[src/rtl/ram_arbiter.sv]
// ram_arbiter
// Shares the single-port SRAM wrapper between the instruction-fetch port (IFU)
// and the load/store port (LSU). Each access runs IDLE -> ISSUE -> WAIT. The
// arbiter always returns to IDLE after an acknowledge, so the wrapper sees the
// strobes low for one cycle between accesses. A watchdog aborts any access
// whose ready never arrives.
//
// Build option: define RAM_ARB_ROUND_ROBIN_EN to alternate grants on
// simultaneous requests. Without it, the LSU always wins a conflict.
module ram_arbiter #(
  parameter int TIMEOUT = 15
) (
  input  logic        clk_i,
  input  logic        rst_i,
  // instruction-fetch port
  input  logic        ifu_req_i,
  input  logic [14:0] ifu_addr_i,
  output logic        ifu_ack_o,
  output logic        ifu_err_o,
  output logic [31:0] ifu_rdata_o,
  // load/store port
  input  logic        lsu_read_i,
  input  logic        lsu_write_i,
  input  logic [14:0] lsu_addr_i,
  input  logic [31:0] lsu_wdata_i,
  input  logic [3:0]  lsu_byte_sel_i,
  output logic        lsu_ack_o,
  output logic        lsu_err_o,
  output logic [31:0] lsu_rdata_o,
  // SRAM wrapper
  output logic        mem_read_o,
  output logic        mem_write_o,
  output logic [14:0] mem_addr_o,
  output logic [31:0] mem_data_o,
  output logic [3:0]  mem_byte_select_o,
  input  logic        mem_ready_i,
  input  logic [31:0] mem_data_i
);

  localparam int CNT_W = $clog2(TIMEOUT + 1);

  localparam logic GRANT_IFU = 1'b0;
  localparam logic GRANT_LSU = 1'b1;

  typedef enum logic [1:0] {
    ST_IDLE  = 2'd0,
    ST_ISSUE = 2'd1,
    ST_WAIT  = 2'd2
  } state_t;

  state_t             state_r;
  state_t             state_s;
  logic               grant_r;
  logic               grant_s;
  logic               last_grant_r;
  logic               last_grant_s;
  logic [CNT_W-1:0]   cnt_r;
  logic [CNT_W-1:0]   cnt_s;
  logic               lsu_req_s;
  logic               any_req_s;
  logic               timeout_s;
  logic               pick_s;

  assign lsu_req_s = lsu_read_i | lsu_write_i;
  assign any_req_s = ifu_req_i | lsu_req_s;
  assign timeout_s = (cnt_r == CNT_W'(TIMEOUT));

  // Read data is a plain mirror of the wrapper; only the acked port uses it.
  assign ifu_rdata_o = mem_data_i;
  assign lsu_rdata_o = mem_data_i;

  // Choose the winner for a request seen in IDLE.
  always_comb begin
    pick_s = GRANT_IFU;
    if (ifu_req_i && lsu_req_s) begin
`ifdef RAM_ARB_ROUND_ROBIN_EN
      pick_s = ~last_grant_r;
`else
      pick_s = GRANT_LSU;
`endif
    end else if (lsu_req_s) begin
      pick_s = GRANT_LSU;
    end else begin
      pick_s = GRANT_IFU;
    end
  end

  // State, grant, last grant and watchdog counter registers.
  always_ff @(posedge clk_i or negedge rst_i) begin
    if (!rst_i) begin
      state_r      <= ST_IDLE;
      grant_r      <= GRANT_IFU;
      last_grant_r <= GRANT_LSU;
      cnt_r        <= {CNT_W{1'b0}};
    end else begin
      state_r      <= state_s;
      grant_r      <= grant_s;
      last_grant_r <= last_grant_s;
      cnt_r        <= cnt_s;
    end
  end

  // Next-state logic: latch grant in IDLE, clear watchdog in ISSUE, finish in WAIT.
  always_comb begin
    state_s      = state_r;
    grant_s      = grant_r;
    last_grant_s = last_grant_r;
    cnt_s        = cnt_r;
    case (state_r)
      ST_IDLE: begin
        if (any_req_s) begin
          grant_s = pick_s;
          state_s = ST_ISSUE;
        end else begin
          state_s = ST_IDLE;
        end
      end
      ST_ISSUE: begin
        // The wrapper's ready is stale this cycle, so it is not looked at.
        cnt_s   = {CNT_W{1'b0}};
        state_s = ST_WAIT;
      end
      ST_WAIT: begin
        if (mem_ready_i) begin
          last_grant_s = grant_r;
          state_s      = ST_IDLE;
        end else if (timeout_s) begin
          state_s = ST_IDLE;
        end else begin
          cnt_s   = cnt_r + CNT_W'(1);
          state_s = ST_WAIT;
        end
      end
      default: begin
        state_s = ST_IDLE;
      end
    endcase
  end

  // Outputs: the winner's request goes onto the wrapper bus while busy; acknowledge on completion.
  always_comb begin
    mem_read_o        = 1'b0;
    mem_write_o       = 1'b0;
    mem_addr_o        = 15'd0;
    mem_data_o        = 32'd0;
    mem_byte_select_o = 4'd0;
    ifu_ack_o         = 1'b0;
    ifu_err_o         = 1'b0;
    lsu_ack_o         = 1'b0;
    lsu_err_o         = 1'b0;
    case (state_r)
      ST_ISSUE, ST_WAIT: begin
        if (grant_r == GRANT_LSU) begin
          // A simultaneous read and write is treated as a write.
          mem_write_o       = lsu_write_i;
          mem_read_o        = lsu_read_i & ~lsu_write_i;
          mem_addr_o        = lsu_addr_i;
          mem_data_o        = lsu_wdata_i;
          mem_byte_select_o = lsu_byte_sel_i;
        end else begin
          mem_read_o        = 1'b1;
          mem_write_o       = 1'b0;
          mem_addr_o        = ifu_addr_i;
          mem_data_o        = 32'd0;
          mem_byte_select_o = 4'hF;
        end
        if ((state_r == ST_WAIT) && (mem_ready_i || timeout_s)) begin
          if (grant_r == GRANT_LSU) begin
            lsu_ack_o = 1'b1;
            lsu_err_o = ~mem_ready_i;
          end else begin
            ifu_ack_o = 1'b1;
            ifu_err_o = ~mem_ready_i;
          end
        end else begin
          ifu_ack_o = 1'b0;
          lsu_ack_o = 1'b0;
        end
      end
      default: begin
        mem_read_o  = 1'b0;
        mem_write_o = 1'b0;
      end
    endcase
  end

endmodule

[config.mk]
export PLATFORM = sky130hd
export DESIGN_NAME = ram_arbiter
export DESIGN_NICKNAME = d
export VERILOG_FILES = /design/src/rtl/ram_arbiter.sv
export SDC_FILE = /design/constraint.sdc
export NUM_CORES = 1
export LEC_CHECK = 0
export ABC_AREA = 1
export CAP_MARGIN = 10
export CORE_AREA = 2 2 86 88
export CTS_CLUSTER_DIAMETER = 120
export DETAILED_ROUTE_END_ITERATION = 6
export DIE_AREA = 0 0 88 90
export PLACE_DENSITY_LB_ADDON = 0.05
export SYNTH_ARGS = -nofsm -noshare
export SYNTH_HDL_FRONTEND = slang
export SYNTH_SLANG_ARGS = --single-unit
[constraint.sdc]
create_clock -name clk_i -period 1.9 [get_ports clk_i]
set_input_delay 0.475 -clock clk_i [delete_from_list [all_inputs] [get_ports clk_i]]
set_output_delay 0.475 -clock clk_i [all_outputs]
set_load 0.02 [all_outputs]
---- After elaboration in Yosys (flattened, before gate mapping) ----
Cells that the tools add are included.
storage, ports and cells
  register bits ........................... 7
  bits in latches ......................... 0
  bits in writable memories ............... 0
  bits in read-only memories .............. 0
  input bits .............................. 104
  word-level logic and storage cells ...... 53
  memories kept ........................... 0
cells by class
  $add $sub $neg .......................... 1
  $mul .................................... 0
  divide/modulo/power cells ............... 0
  $lt $le $gt $ge ......................... 0
  equal/unequal tests ..................... 5
  shifts and indexed selects .............. 0
  muxes and demuxes ....................... 31
  bitwise gates (word level) .............. 5
  reduce and logical (&&, ||, !) cells .... 8
operator list
  kind                 count
  $mux 32              2
  $mux 15              2
  $mux 1               19
  $mux 4               4
  $pmux 4 s2           1
  $pmux 2 s3           1
  $add 4x1->4 const B  1
  $eq 4x4->1 const B   1
  $mux 2               2
  $ne 2x2->1 const B   2
  $reduce_and 3->1     1
  $eq 2x1->1 const B   1
  $eq 2x2->1 const B   1
  $logic_and 1x1->1    2
  $logic_not 2->1      1
  $not 1->1            2
  $or 1x1->1           2
  $reduce_and 2->1     1
  $reduce_bool 2->1    1
  $reduce_or 2->1      1
  $and 1x1->1          1
  $logic_or 1x1->1     1

---- Logic depth before layout (Yosys ltp) ----
  depth after elaboration ................. 5
  gate-level depth with buffers ........... 9

---- Worst setup path before layout ----
OpenSTA, ideal clock, no wires.
  kind .................................... flip-flop to output port
  start point ............................. reg state_r[0]
  end point ............................... out ifu_err_o
  arrival time ............................ 1460 ps
  required time ........................... 1425 ps
  path slack .............................. -35 ps
  cell stages (with the launch flop) ...... 10
  path buffers ............................ 1
  cell sequence ........................... dfrtp_1 inv_1 ha_1 buf_6 inv_4 nor2_4 inv_4 nor2_4 nand2_2 inv_2
between the ends
  cells in the longest elaborated chain, start to end .. 4
  elaborated cells between the ends (all ways) .. 6
  those cells by class .................... 2 x eq/ne; 2 x mux; 2 x reduce/logical
RTL lines
  element                 line      text
  start, declared         51        state_t state_r;
  start signal, assigned  96        state_r <= state_s;
  $eq 2x2->1              151, 167
  $logic_and 1x1->1       167       if ((state_r == ST_WAIT) && (mem_ready_i || timeout_s)) begin
  $mux 1                  167
  $mux 1 (*)              151       case (state_r)
  end, declared           19        output logic ifu_err_o,
Mark *: on every way between the ends. The rest lies on a longest branch, timed or not.

---- Final worst setup path ----
  start point ............................. reg state_r[0]
  end point ............................... out mem_addr_o[3]
between the ends
  cells in the longest elaborated chain, start to end .. 3
  elaborated cells between the ends (all ways) .. 4
  those cells by class .................... 2 x eq/ne; 1 x mux; 1 x reduce/logical
RTL lines
  element                                          line  text
  $eq 2x2->1 / $eq 2x1->1 (equally long branches)  151
  $reduce_or 2->1 (*)                              151
  $mux 15 (*)                                      151
  end, declared                                    33    output logic [14:0] mem_addr_o,
Marks and branches as above.

==> results.cfg <==
[setup_path]
cp-start-kind = flip-flop
worstPathMaxFanout = 7
endpoint_kind = primary output
critPathKind = reg2out
crit_arrival_ns = 1.63
reg2reg_depth = 7
required_ns = 1.42

[die]
core-area_sq_mm = 0.00702
start_util = 0.200
die_w_microns = 88
rows = 31
ios = 225
dieArea_sq_mm = 0.00792
die_h_microns = 90

[cts]
cts-root-buf = clkbuf_8
worst_skew_pair.late_latency_ns = 0.22
cts_htree_levels = 1
clk_pin_slew_ns = 0.04
cts_made_buffers = 3
clockBufferDepth = 2
cts.sinks = 7
cts_tree = done
cts_hold_buf = 0

[place]
globalplace.congestion = 0.741
dpl-instance-area_sq_mm = 0.00245
io_buffers = 128
hpwl_mm = 4.18

[layout]
layout_commonest_cell = clkdlybuf4s50_1
antennaDiodeCount = 0
finalInstanceArea_sq_mm = 0.00264
layout_common_cells = 70 x clkdlybuf4s50_1, 54 x buf_4, 37 x inv_1
finalNetCount = 418
final_layout_size_suffix_gt1_frac = 0.370
fin_util = 0.375
area_delta_synth_final_pct = 87.2

[pwr]
p_leak_uw = 0.00138
power_uw = 4500
vdd_drop_max_v = 0.000857
power_per_cell_area_mw_per_mm2 = 1710

[route]
wl_mm = 5.29
drc_errors = 0
drt_iter0_markers = 23
met2_length_mm = 2.70
routed.top_layer = met4
viasPerCell = 3.68
wl_met1_mm = 2.04
via_count = 1499
drt-pass1-iter-count = 4
wl_met3_microns = 420
wl_per_cell_microns = 13.0
final_antenna_net_count = 0

[outcome]
status = complete, but fails checks
violations = setup timing

[synthesis]
synthCells = 216
yosysUniqueCellTypes = 20
syn_nets = 325
yosysSeqAreaShare = 0.124
yosys_register_bits = 7
avgSynthCellArea_sq_um = 6.52
ys_warn_count = 0
syn_area_sq_mm = 0.00141

[global_route]
antenna_found_initial = 0
grt_pass1_vias = 1532
grtUsageTotal = 0.128
grt_max_degree = 27
grt_pass1_wl_mm = 8.09
grt-ovfl-total = 0

[worst_hold_path]
hp-class = in2async

[timing]
setup_total_negative_slack_ns = -4.99
tightest_slew_ns = 0.366
fin_crit_ns = 2.11
finalHoldViolations = 0
fmax_mhz = 475
relSlewSlack = 0.755
finClkSkew_ns = 0.000615
grt_setup_unrepaired = yes
final.period_utilization = 1.11
finalWorstSetupSlack_ns = -0.206
finalMaxSlewViolations = 0
final-setup-viol-count = 56

[job]
cap_violations = 0
==> final cells by class <==
type / instances / area [sq um]
multi-input cells: 95 / 593
repair buffers: 158 / 1520
flip-flops and latches: 7 / 175
inverters: 44 / 175
fillers: 755 / 4390
clock buffers: 4 / 45.0
well taps: 99 / 124
==> report_power, final <==
part           internal, uW  total, uW  leakage (uW)  switching [uW]
logic                  1990       4050       0.00127            2060
registers               199        240     0.0000901            40.8
clock network           145        211     0.0000228            65.5
total                  2330       4500       0.00138            2170
==> repair_timing <==
item,CTS,global route
setup endpoints to repair,57,56
pin swaps,15,5
endpoints found under the hold margin,0,0
buffers inserted,7,3
gates cloned,1,0
gates resized for setup,325,13
==> final timing paths <==
check	startpoint	endpoint	slack, ns
min in group clk_i	cnt_r[0]	cnt_r[0]	0.60
max in group asynchronous	rst_i	cnt_r[2]	1.10
max reg2reg	state_r[0]	state_r[1]	0.45
min reg2reg	cnt_r[0]	cnt_r[0]	0.60
min	rst_i	state_r[1]	0.53
max	state_r[0]	mem_addr_o[3]	-0.21
==> routing by layer <==
metal / up-vias / GRT usage
li1: 770 / -
met2: 65 / 0.232
met4: 0 / 0.0397
met5: - / 0
met3: 19 / 0.0376
met1: 645 / 0.140
==> critical path: stages, from the launching register on <==
cell and delay, ns:
dfrtp_1 0.38, inv_2 0.09, ha_4 0.23, inv_4 0.06
nor2_4 0.04, buf_4 0.15, buf_12 0.13, a22o_1 0.20
buf_6 0.13
==> logic make-up after synthesis <==
logic type | share of synthesized area
simple gates | 0.217
buf+inv | 0.497
fa+ha+maj | 0.0444
xor+xnor | 0.00622
flops | 0.124
compound gates | 0.111
==> state kept, by name (all words and copies together) (netlist names) <==
register  flops
grant_r       1
state_r       2
cnt_r         4
==> cells in the mapped netlist <==
cell type   n  area [sq um]
buf_4      64           480
inv_1      40           150
nor2_1     33           124
nand2_1    19          71.3
a22o_1     15           131
nand3_1     9          45.0
dfrtp_1     7           175
ha_1        5          62.6
o21ai_0     4          20.0
buf_2       3          15.0
buf_6       3          33.8
inv_2       2          7.51
inv_4       2          12.5
nand2_2     2          12.5
nand4_1     2          12.5
nor2_4      2          22.5
a21oi_1     1          5.00
nand2_4     1          11.3
nor2_2      1          6.26
xnor2_1     1          8.76
==> per-stage QoR <==
stage	hold WS (ns)	worst slack, ns	instances
5_1_grt	0.562	-0.265	407
3_3_place_gp	0.599	-0.556	392
2_1_floorplan	0.179	-0.0115	216
6_report	0.532	-0.206	407
4_1_cts	0.549	-0.200	404
3_5_place_dp	0.599	-0.559	392
Note: power is estimated with default switching activity, not from simulation.
